### src/rtl/apb_bridge_pkg.sv
// Shared definitions for the native-bus to APB4 master bridge.
// State encoding, channel identifiers and width helpers.
package apb_bridge_pkg;

    localparam logic [1:0] ST_IDLE   = 2'd0;
    localparam logic [1:0] ST_SETUP  = 2'd1;
    localparam logic [1:0] ST_ACCESS = 2'd2;

    typedef enum logic {
        CH_RD = 1'b0,
        CH_WR = 1'b1
    } chan_e;

    function automatic int strb_w(input int data_w);
        return data_w / 8;
    endfunction

    // A disabled timeout (0) still gets a 1-bit counter so the vector stays legal.
    function automatic int cnt_w(input int timeout);
        return (timeout < 1) ? 1 : $clog2(timeout + 1);
    endfunction

endpackage

### src/rtl/apb_master_bridge_if.sv
// Native write/read request channels plus the APB4 master port of the bridge.
// master = bridge side, slave = requesters and APB fabric side.
interface apb_master_bridge_if #(
    parameter int ADDR_W = 8,
    parameter int DATA_W = 8
);
    localparam int STRB_W = DATA_W / 8;

    logic              wr_req;
    logic [ADDR_W-1:0] wr_addr;
    logic [DATA_W-1:0] wr_data;
    logic [STRB_W-1:0] wr_strb;
    logic              wr_ack;
    logic              wr_err;

    logic              rd_req;
    logic [ADDR_W-1:0] rd_addr;
    logic [DATA_W-1:0] rd_data;
    logic              rd_ack;
    logic              rd_err;

    logic              psel;
    logic              penable;
    logic              pwrite;
    logic [ADDR_W-1:0] paddr;
    logic [DATA_W-1:0] pwdata;
    logic [STRB_W-1:0] pstrb;
    logic [DATA_W-1:0] prdata;
    logic              pready;
    logic              pslverr;

    logic              busy;

    modport master (
        input  wr_req, wr_addr, wr_data, wr_strb,
        output wr_ack, wr_err,
        input  rd_req, rd_addr,
        output rd_data, rd_ack, rd_err,
        output psel, penable, pwrite, paddr, pwdata, pstrb,
        input  prdata, pready, pslverr,
        output busy
    );

    modport slave (
        output wr_req, wr_addr, wr_data, wr_strb,
        input  wr_ack, wr_err,
        output rd_req, rd_addr,
        input  rd_data, rd_ack, rd_err,
        input  psel, penable, pwrite, paddr, pwdata, pstrb,
        output prdata, pready, pslverr,
        input  busy
    );

endinterface

### src/rtl/apb_rr_arbiter.sv
// Two-requester round-robin arbiter: a masked requester is ineligible, and on
// contention the requester opposite the last grant wins.
module apb_rr_arbiter (
    input  logic req_a,
    input  logic req_b,
    input  logic mask_a,
    input  logic mask_b,
    input  logic last_a,
    output logic gnt_a,
    output logic gnt_b
);

    logic elig_a;
    logic elig_b;

    assign elig_a = req_a & ~mask_a;
    assign elig_b = req_b & ~mask_b;

    assign gnt_a = elig_a & (~elig_b | ~last_a);
    assign gnt_b = elig_b & (~elig_a |  last_a);

endmodule

### src/rtl/apb_master_bridge.sv
// Native write/read channels arbitrated onto one APB4 master port, with byte
// strobes, PSLVERR reporting, wait-state timeout and back-to-back transfers.
module apb_master_bridge
    import apb_bridge_pkg::*;
#(
    parameter int ADDR_W  = 8,
    parameter int DATA_W  = 8,
    parameter int TIMEOUT = 16
) (
    input  logic                 pclk,
    input  logic                 presetn,
    apb_master_bridge_if.master  bus
);

    localparam int              STRB_W  = strb_w(DATA_W);
    localparam int              CW      = cnt_w(TIMEOUT);
    localparam logic            TO_EN   = (TIMEOUT != 0);
    localparam logic [CW-1:0]   TO_LAST = TO_EN ? CW'(TIMEOUT - 1) : '0;

    logic [1:0]    state;
    logic [CW-1:0] cnt;
    logic          last_wr;
    chan_e         cur_ch;

    logic in_access, done, abort, finish;
    logic arb_en, take;
    logic mask_wr, mask_rd, gnt_wr, gnt_rd;

    logic [ADDR_W-1:0] ld_addr;
    logic [DATA_W-1:0] ld_wdata;
    logic [STRB_W-1:0] ld_strb;

    assign in_access = (state == ST_ACCESS);
    assign done      = in_access & bus.pready;
    assign abort     = in_access & ~bus.pready & TO_EN & (cnt == TO_LAST);
    assign finish    = done | abort;

    // The channel finishing now has not yet seen its ack, so it is masked too;
    // the registered ack masks it for one more cycle while its req drops.
    assign mask_wr = bus.wr_ack | (finish & (cur_ch == CH_WR));
    assign mask_rd = bus.rd_ack | (finish & (cur_ch == CH_RD));

    apb_rr_arbiter u_arb (
        .req_a  (bus.wr_req),
        .req_b  (bus.rd_req),
        .mask_a (mask_wr),
        .mask_b (mask_rd),
        .last_a (last_wr),
        .gnt_a  (gnt_wr),
        .gnt_b  (gnt_rd)
    );

    assign arb_en = (state == ST_IDLE) | finish;
    assign take   = arb_en & (gnt_wr | gnt_rd);

    always_comb begin
        ld_addr  = bus.rd_addr;
        ld_wdata = '0;
        ld_strb  = '0;
        if (gnt_wr) begin
            ld_addr  = bus.wr_addr;
            ld_wdata = bus.wr_data;
            ld_strb  = bus.wr_strb;
        end
    end

    always_ff @(posedge pclk or negedge presetn) begin
        if (!presetn) begin
            state       <= ST_IDLE;
            cnt         <= '0;
            last_wr     <= 1'b0;
            cur_ch      <= CH_RD;
            bus.psel    <= 1'b0;
            bus.penable <= 1'b0;
            bus.pwrite  <= 1'b0;
            bus.paddr   <= '0;
            bus.pwdata  <= '0;
            bus.pstrb   <= '0;
            bus.wr_ack  <= 1'b0;
            bus.wr_err  <= 1'b0;
            bus.rd_ack  <= 1'b0;
            bus.rd_err  <= 1'b0;
            bus.rd_data <= '0;
            bus.busy    <= 1'b0;
        end else begin
            bus.wr_ack <= 1'b0;
            bus.wr_err <= 1'b0;
            bus.rd_ack <= 1'b0;
            bus.rd_err <= 1'b0;

            if (state == ST_SETUP) begin
                state       <= ST_ACCESS;
                bus.penable <= 1'b1;
                cnt         <= '0;
            end else if (in_access && !finish) begin
                cnt <= cnt + CW'(1);
            end

            if (finish) begin
                if (cur_ch == CH_WR) begin
                    bus.wr_ack <= 1'b1;
                    bus.wr_err <= abort | bus.pslverr;
                end else begin
                    bus.rd_ack <= 1'b1;
                    bus.rd_err <= abort | bus.pslverr;
                    if (done)
                        bus.rd_data <= bus.prdata;
                end
            end

            if (take) begin
                state       <= ST_SETUP;
                cur_ch      <= gnt_wr ? CH_WR : CH_RD;
                last_wr     <= gnt_wr;
                bus.psel    <= 1'b1;
                bus.penable <= 1'b0;
                bus.pwrite  <= gnt_wr;
                bus.paddr   <= ld_addr;
                bus.pwdata  <= ld_wdata;
                bus.pstrb   <= ld_strb;
                bus.busy    <= 1'b1;
            end else if (finish || (state != ST_SETUP && state != ST_ACCESS)) begin
                state       <= ST_IDLE;
                bus.psel    <= 1'b0;
                bus.penable <= 1'b0;
                bus.pwrite  <= 1'b0;
                bus.paddr   <= '0;
                bus.pwdata  <= '0;
                bus.pstrb   <= '0;
                bus.busy    <= 1'b0;
            end
        end
    end

endmodule
### src/flat_wrapper.sv
// flat-port wrapper written by rule: the top's interface ports become plain ports
module apb_master_bridge_flat import apb_bridge_pkg::*;
#(
    parameter int ADDR_W  = 8,
    parameter int DATA_W  = 8,
    parameter int TIMEOUT = 16
)
  (pclk, presetn, bus_wr_req, bus_wr_addr, bus_wr_data, bus_wr_strb, bus_wr_ack, bus_wr_err, bus_rd_req, bus_rd_addr, bus_rd_data, bus_rd_ack, bus_rd_err, bus_psel, bus_penable, bus_pwrite, bus_paddr, bus_pwdata, bus_pstrb, bus_prdata, bus_pready, bus_pslverr, bus_busy);
  apb_master_bridge_if #(.ADDR_W(ADDR_W), .DATA_W(DATA_W)) bus_i ();
  input  logic pclk;
  input  logic presetn;
  input wire logic [$bits(bus_i.wr_req)-1:0] bus_wr_req;
  input wire logic [$bits(bus_i.wr_addr)-1:0] bus_wr_addr;
  input wire logic [$bits(bus_i.wr_data)-1:0] bus_wr_data;
  input wire logic [$bits(bus_i.wr_strb)-1:0] bus_wr_strb;
  output wire logic [$bits(bus_i.wr_ack)-1:0] bus_wr_ack;
  output wire logic [$bits(bus_i.wr_err)-1:0] bus_wr_err;
  input wire logic [$bits(bus_i.rd_req)-1:0] bus_rd_req;
  input wire logic [$bits(bus_i.rd_addr)-1:0] bus_rd_addr;
  output wire logic [$bits(bus_i.rd_data)-1:0] bus_rd_data;
  output wire logic [$bits(bus_i.rd_ack)-1:0] bus_rd_ack;
  output wire logic [$bits(bus_i.rd_err)-1:0] bus_rd_err;
  output wire logic [$bits(bus_i.psel)-1:0] bus_psel;
  output wire logic [$bits(bus_i.penable)-1:0] bus_penable;
  output wire logic [$bits(bus_i.pwrite)-1:0] bus_pwrite;
  output wire logic [$bits(bus_i.paddr)-1:0] bus_paddr;
  output wire logic [$bits(bus_i.pwdata)-1:0] bus_pwdata;
  output wire logic [$bits(bus_i.pstrb)-1:0] bus_pstrb;
  input wire logic [$bits(bus_i.prdata)-1:0] bus_prdata;
  input wire logic [$bits(bus_i.pready)-1:0] bus_pready;
  input wire logic [$bits(bus_i.pslverr)-1:0] bus_pslverr;
  output wire logic [$bits(bus_i.busy)-1:0] bus_busy;
  assign bus_i.wr_req = bus_wr_req;
  assign bus_i.wr_addr = bus_wr_addr;
  assign bus_i.wr_data = bus_wr_data;
  assign bus_i.wr_strb = bus_wr_strb;
  assign bus_wr_ack = bus_i.wr_ack;
  assign bus_wr_err = bus_i.wr_err;
  assign bus_i.rd_req = bus_rd_req;
  assign bus_i.rd_addr = bus_rd_addr;
  assign bus_rd_data = bus_i.rd_data;
  assign bus_rd_ack = bus_i.rd_ack;
  assign bus_rd_err = bus_i.rd_err;
  assign bus_psel = bus_i.psel;
  assign bus_penable = bus_i.penable;
  assign bus_pwrite = bus_i.pwrite;
  assign bus_paddr = bus_i.paddr;
  assign bus_pwdata = bus_i.pwdata;
  assign bus_pstrb = bus_i.pstrb;
  assign bus_i.prdata = bus_prdata;
  assign bus_i.pready = bus_pready;
  assign bus_i.pslverr = bus_pslverr;
  assign bus_busy = bus_i.busy;
  apb_master_bridge #(.ADDR_W(ADDR_W), .DATA_W(DATA_W), .TIMEOUT(TIMEOUT)) u_core (.pclk(pclk), .presetn(presetn), .bus(bus_i));
endmodule
### config.mk
export PLATFORM = sky130hd
export DESIGN_NAME = apb_master_bridge_flat
export DESIGN_NICKNAME = d
export VERILOG_FILES = /design/src/rtl/apb_bridge_pkg.sv /design/src/rtl/apb_master_bridge_if.sv /design/src/rtl/apb_rr_arbiter.sv /design/src/rtl/apb_master_bridge.sv /design/src/flat_wrapper.sv
export SDC_FILE = /design/constraint.sdc
export NUM_CORES = 1
export LEC_CHECK = 0
export ABC_CLOCK_PERIOD_IN_PS = 2100
export CAP_MARGIN = 20
export CORE_MARGIN = 5
export CORE_UTILIZATION = 38
export DETAILED_ROUTE_END_ITERATION = 10
export PLACE_DENSITY = 0.87
export REMOVE_ABC_BUFFERS = 1
export SLEW_MARGIN = 20
export SYNTH_ARGS = -nofsm -noshare
export SYNTH_HDL_FRONTEND = slang
export SYNTH_SLANG_ARGS = --single-unit
### constraint.sdc
create_clock -name pclk -period 2.1 [get_ports pclk]
set_input_delay 0.525 -clock pclk [delete_from_list [all_inputs] [get_ports pclk]]
set_output_delay 0.525 -clock pclk [all_outputs]
set_load 0.02 [all_outputs]
==> impl_metrics.env <==
export IMPL_status="finished, violations left"
export IMPL_violations="negative setup slack"
export IMPL_start_kind="register"
export IMPL_path_clk_slew_ns=0.07
export IMPL_ant_nets=0
export IMPL_finalSetupViolations=1
export IMPL_grt_setup_unrepaired="yes"
export IMPL_areaGrowthSynthToFinish_pct=55.8
export IMPL_drc_errors=0
export IMPL_fmax_mhz=475
export IMPL_synth_distinct_cells=31
export IMPL_yosysWarnings=0
export IMPL_grt_util_all_layers=0.149
export IMPL_fin_util=0.606
export IMPL_cap_violations=0
export IMPL_nNetsFinal=260
export IMPL_vias=1352
export IMPL_cts_hold_buf=0
export IMPL_p_int_uw=2120
export IMPL_first_global_vias=1466
export IMPL_layout_commonest_cell="clkdlybuf4s50_1"
export IMPL_start_util=0.389
export IMPL_drtPass1Iterations=4
export IMPL_p_per_area_nw_per_um2=1300
export IMPL_dr_first_iter_drc_count=45
export IMPL_antenna_found_initial=0
export IMPL_diodes=0
export IMPL_slew_violations=0
export IMPL_net_switching_power_uw=1290
export IMPL_numCtsBuffers=5
export IMPL_die_h_um=76.5
export IMPL_viasPerCell=5.06
export IMPL_hold_viol_final=0
export IMPL_worst_slack_ns=-0.00490
export IMPL_synth_avg_cell_area_um2=12.7
export IMPL_io_buffers=71
export IMPL_yosys_area_top_type="dfrtp_1"
export IMPL_rows=24
export IMPL_clock_latency_ns=0.29
export IMPL_final_cell_mix="clkdlybuf4s50_1, dfrtp_1, buf_4"
export IMPL_dp_hpwl_mm=3.00
export IMPL_cp_end_kind="register"
export IMPL_grt_pass1_wl_mm=7.07
export IMPL_min_period_ns=2.10
export IMPL_die_w_um=76.5
export IMPL_crit_fanout=6
export IMPL_power_share_combinational=0.520
export IMPL_drive_gt1_frac=0.167
export IMPL_synth_seq_cells=39
export IMPL_power_leakage_uw=0.00117
export IMPL_path_class="reg2reg"
export IMPL_grt_max_degree=40
export IMPL_worst_slew_pin_slew_ns=0.887
export IMPL_hold_path_class="in2async"
export IMPL_overflow=0
export IMPL_synthCells=132
export IMPL_power_share_clock=0.137
export IMPL_fin_setup_tns_ns=-0.00490
export IMPL_core_area_um2=4320
export IMPL_tritoncts="built"
export IMPL_fin_skew_ns=0.00651
export IMPL_wire_per_inst_um=15.7
export IMPL_slew_headroom=0.408
export IMPL_cp_arrival_ns=2.29
export IMPL_p_sw_frac=0.379
export IMPL_synth_area_um2=1680
export IMPL_cts_root_buffer="clkbuf_8"
export IMPL_clockBufferDepth=2
export IMPL_crit_required_ns=2.29
export IMPL_sequentialPowerShare=0.343
export IMPL_drt_wl_total_mm=4.19
export IMPL_cts_sinks=39
export IMPL_netlist_top_cells_area="dfrtp_1, mux2i_1, mux2_2"
export IMPL_die_area_um2=5860
export IMPL_synth_seq_area_share=0.580
export IMPL_place_congestion=0.743
export IMPL_ir_worst_vdd_mv=0.739
export IMPL_yosys_area_top_type_share=0.580
export IMPL_pin_count=72
export IMPL_cts_htree_levels=2
export IMPL_finalCritPeriodShare=1.00
==> synthesized netlist by cell type (all sizes together) <==
cell and n:
dfrtp 39, a22o 9, mux2i 9, mux2 8, o2bb2ai 8, nor2 7
buf 6, nand2 6, ha 5, inv 5, nand3 5, a21oi 4
a21o 3, nand3b 2, nor2b 2, o21ai 2, or3 2, xor2 2
a22oi 1, and3 1, nand2b 1, nor3 1, o211ai 1, o21a 1
o31ai 1, or2 1
==> power by group through the flow <==
| stage | logic (uW) | registers [uW] | clock network, uW |
|---|---|---|---|
| 2_1_floorplan | 594 | 1460 | 0 |
| 3_3_place_gp | 1700 | 1170 | 0 |
| 3_5_place_dp | 1740 | 1180 | 0 |
| 4_1_cts | 1750 | 1170 | 485 |
| 5_1_grt | 1910 | 1210 | 516 |
| 6_report | 1780 | 1170 | 466 |
==> final cells by class <==
| type | count | area (um2) |
|---|---|---|
| timing repair buffer | 82 | 801 |
| sequential | 39 | 976 |
| inverter | 5 | 18.8 |
| fill | 363 | 1700 |
| tap | 52 | 65.1 |
| clock buffer | 6 | 72.6 |
| multi-input combinational | 83 | 688 |
==> worst paths after layout <==
check	end	cells past startpoint	startpoint	slack (ns)
worst max-delay path	u_core.cur_ch	7	u_core.cnt[1]	-0.005
worst min-delay path	u_core.bus.rd_data[7]	1	presetn	0.36
worst max register to register	u_core.cur_ch	7	u_core.cnt[1]	-0.005
min in group pclk	u_core.bus.pwrite	1	u_core.bus.pwrite	0.49
worst min register to register	u_core.bus.pwrite	1	u_core.bus.pwrite	0.49
max in group asynchronous	u_core.bus.pwdata[1]	1	presetn	1.19
==> what timing repair did <==
item	4_1_cts	5_1_grt
buffers inserted	0	2
resized for setup	1	7
pin swaps	1	5
cloned	0	1
setup endpoints to repair	2	10
==> state kept, by name, summed over array words and instances, names as in the netlist <==
signal	flops
u_core.bus.rd_data	8
u_core.cur_ch	1
u_core.bus.psel	1
u_core.bus.wr_err	1
u_core.bus.paddr	8
u_core.cnt	5
u_core.bus.pstrb	1
u_core.bus.pwdata	8
u_core.bus.pwrite	1
u_core.bus.rd_err	1
u_core.state	2
u_core.bus.rd_ack	1
u_core.bus.wr_ack	1
==> worst max-delay path: stages, from the launching register on <==
cell	delay (ns)
dfrtp_1	0.40
ha_2	0.18
and3_4	0.19
ha_4	0.17
o211ai_1	0.32
a22oi_2	0.11
or3_4	0.45
a21o_1	0.17
==> cells by family (layout without fill, tap and decap cells) <==
group / after synthesis / after routing / synth area share
buffers and inverters: 11 / 93 / 0.0387
AO/OA/AOI/OAI: 30 / 30 / 0.142
flip-flops: 39 / 39 / 0.580
AND/OR/NAND/NOR: 28 / 29 / 0.0848
multiplexers: 17 / 17 / 0.107
XOR/XNOR: 2 / 2 / 0.0104
adder cells (fa/ha/maj): 5 / 5 / 0.0372
==> through the flow <==
| step | instances | hold WS [ns] | cell area, um2 | power (uW) | setup WS [ns] |
|---|---|---|---|---|---|
| floorplan | 126 | 0.229 | 1640 | 2060 | -0.251 |
| global placement | 258 | 0.459 | 2490 | 2870 | 0.0617 |
| detailed placement | 258 | 0.465 | 2490 | 2910 | -0.0161 |
| CTS | 264 | 0.378 | 2560 | 3400 | 0.0332 |
| global route | 267 | 0.429 | 2620 | 3630 | -0.0586 |
| finish | 267 | 0.357 | 2620 | 3410 | -0.00490 |
==> metal layers <==
metal / wire length (um) / share of wire / global-route usage
met5: 0 / 0 / 0
met4: 64 / 0.015 / 0.0629
met3: 282 / 0.067 / 0.0485
met2: 2080 / 0.50 / 0.242
met1: 1760 / 0.42 / 0.180
Power figures use the tool's default switching activity.
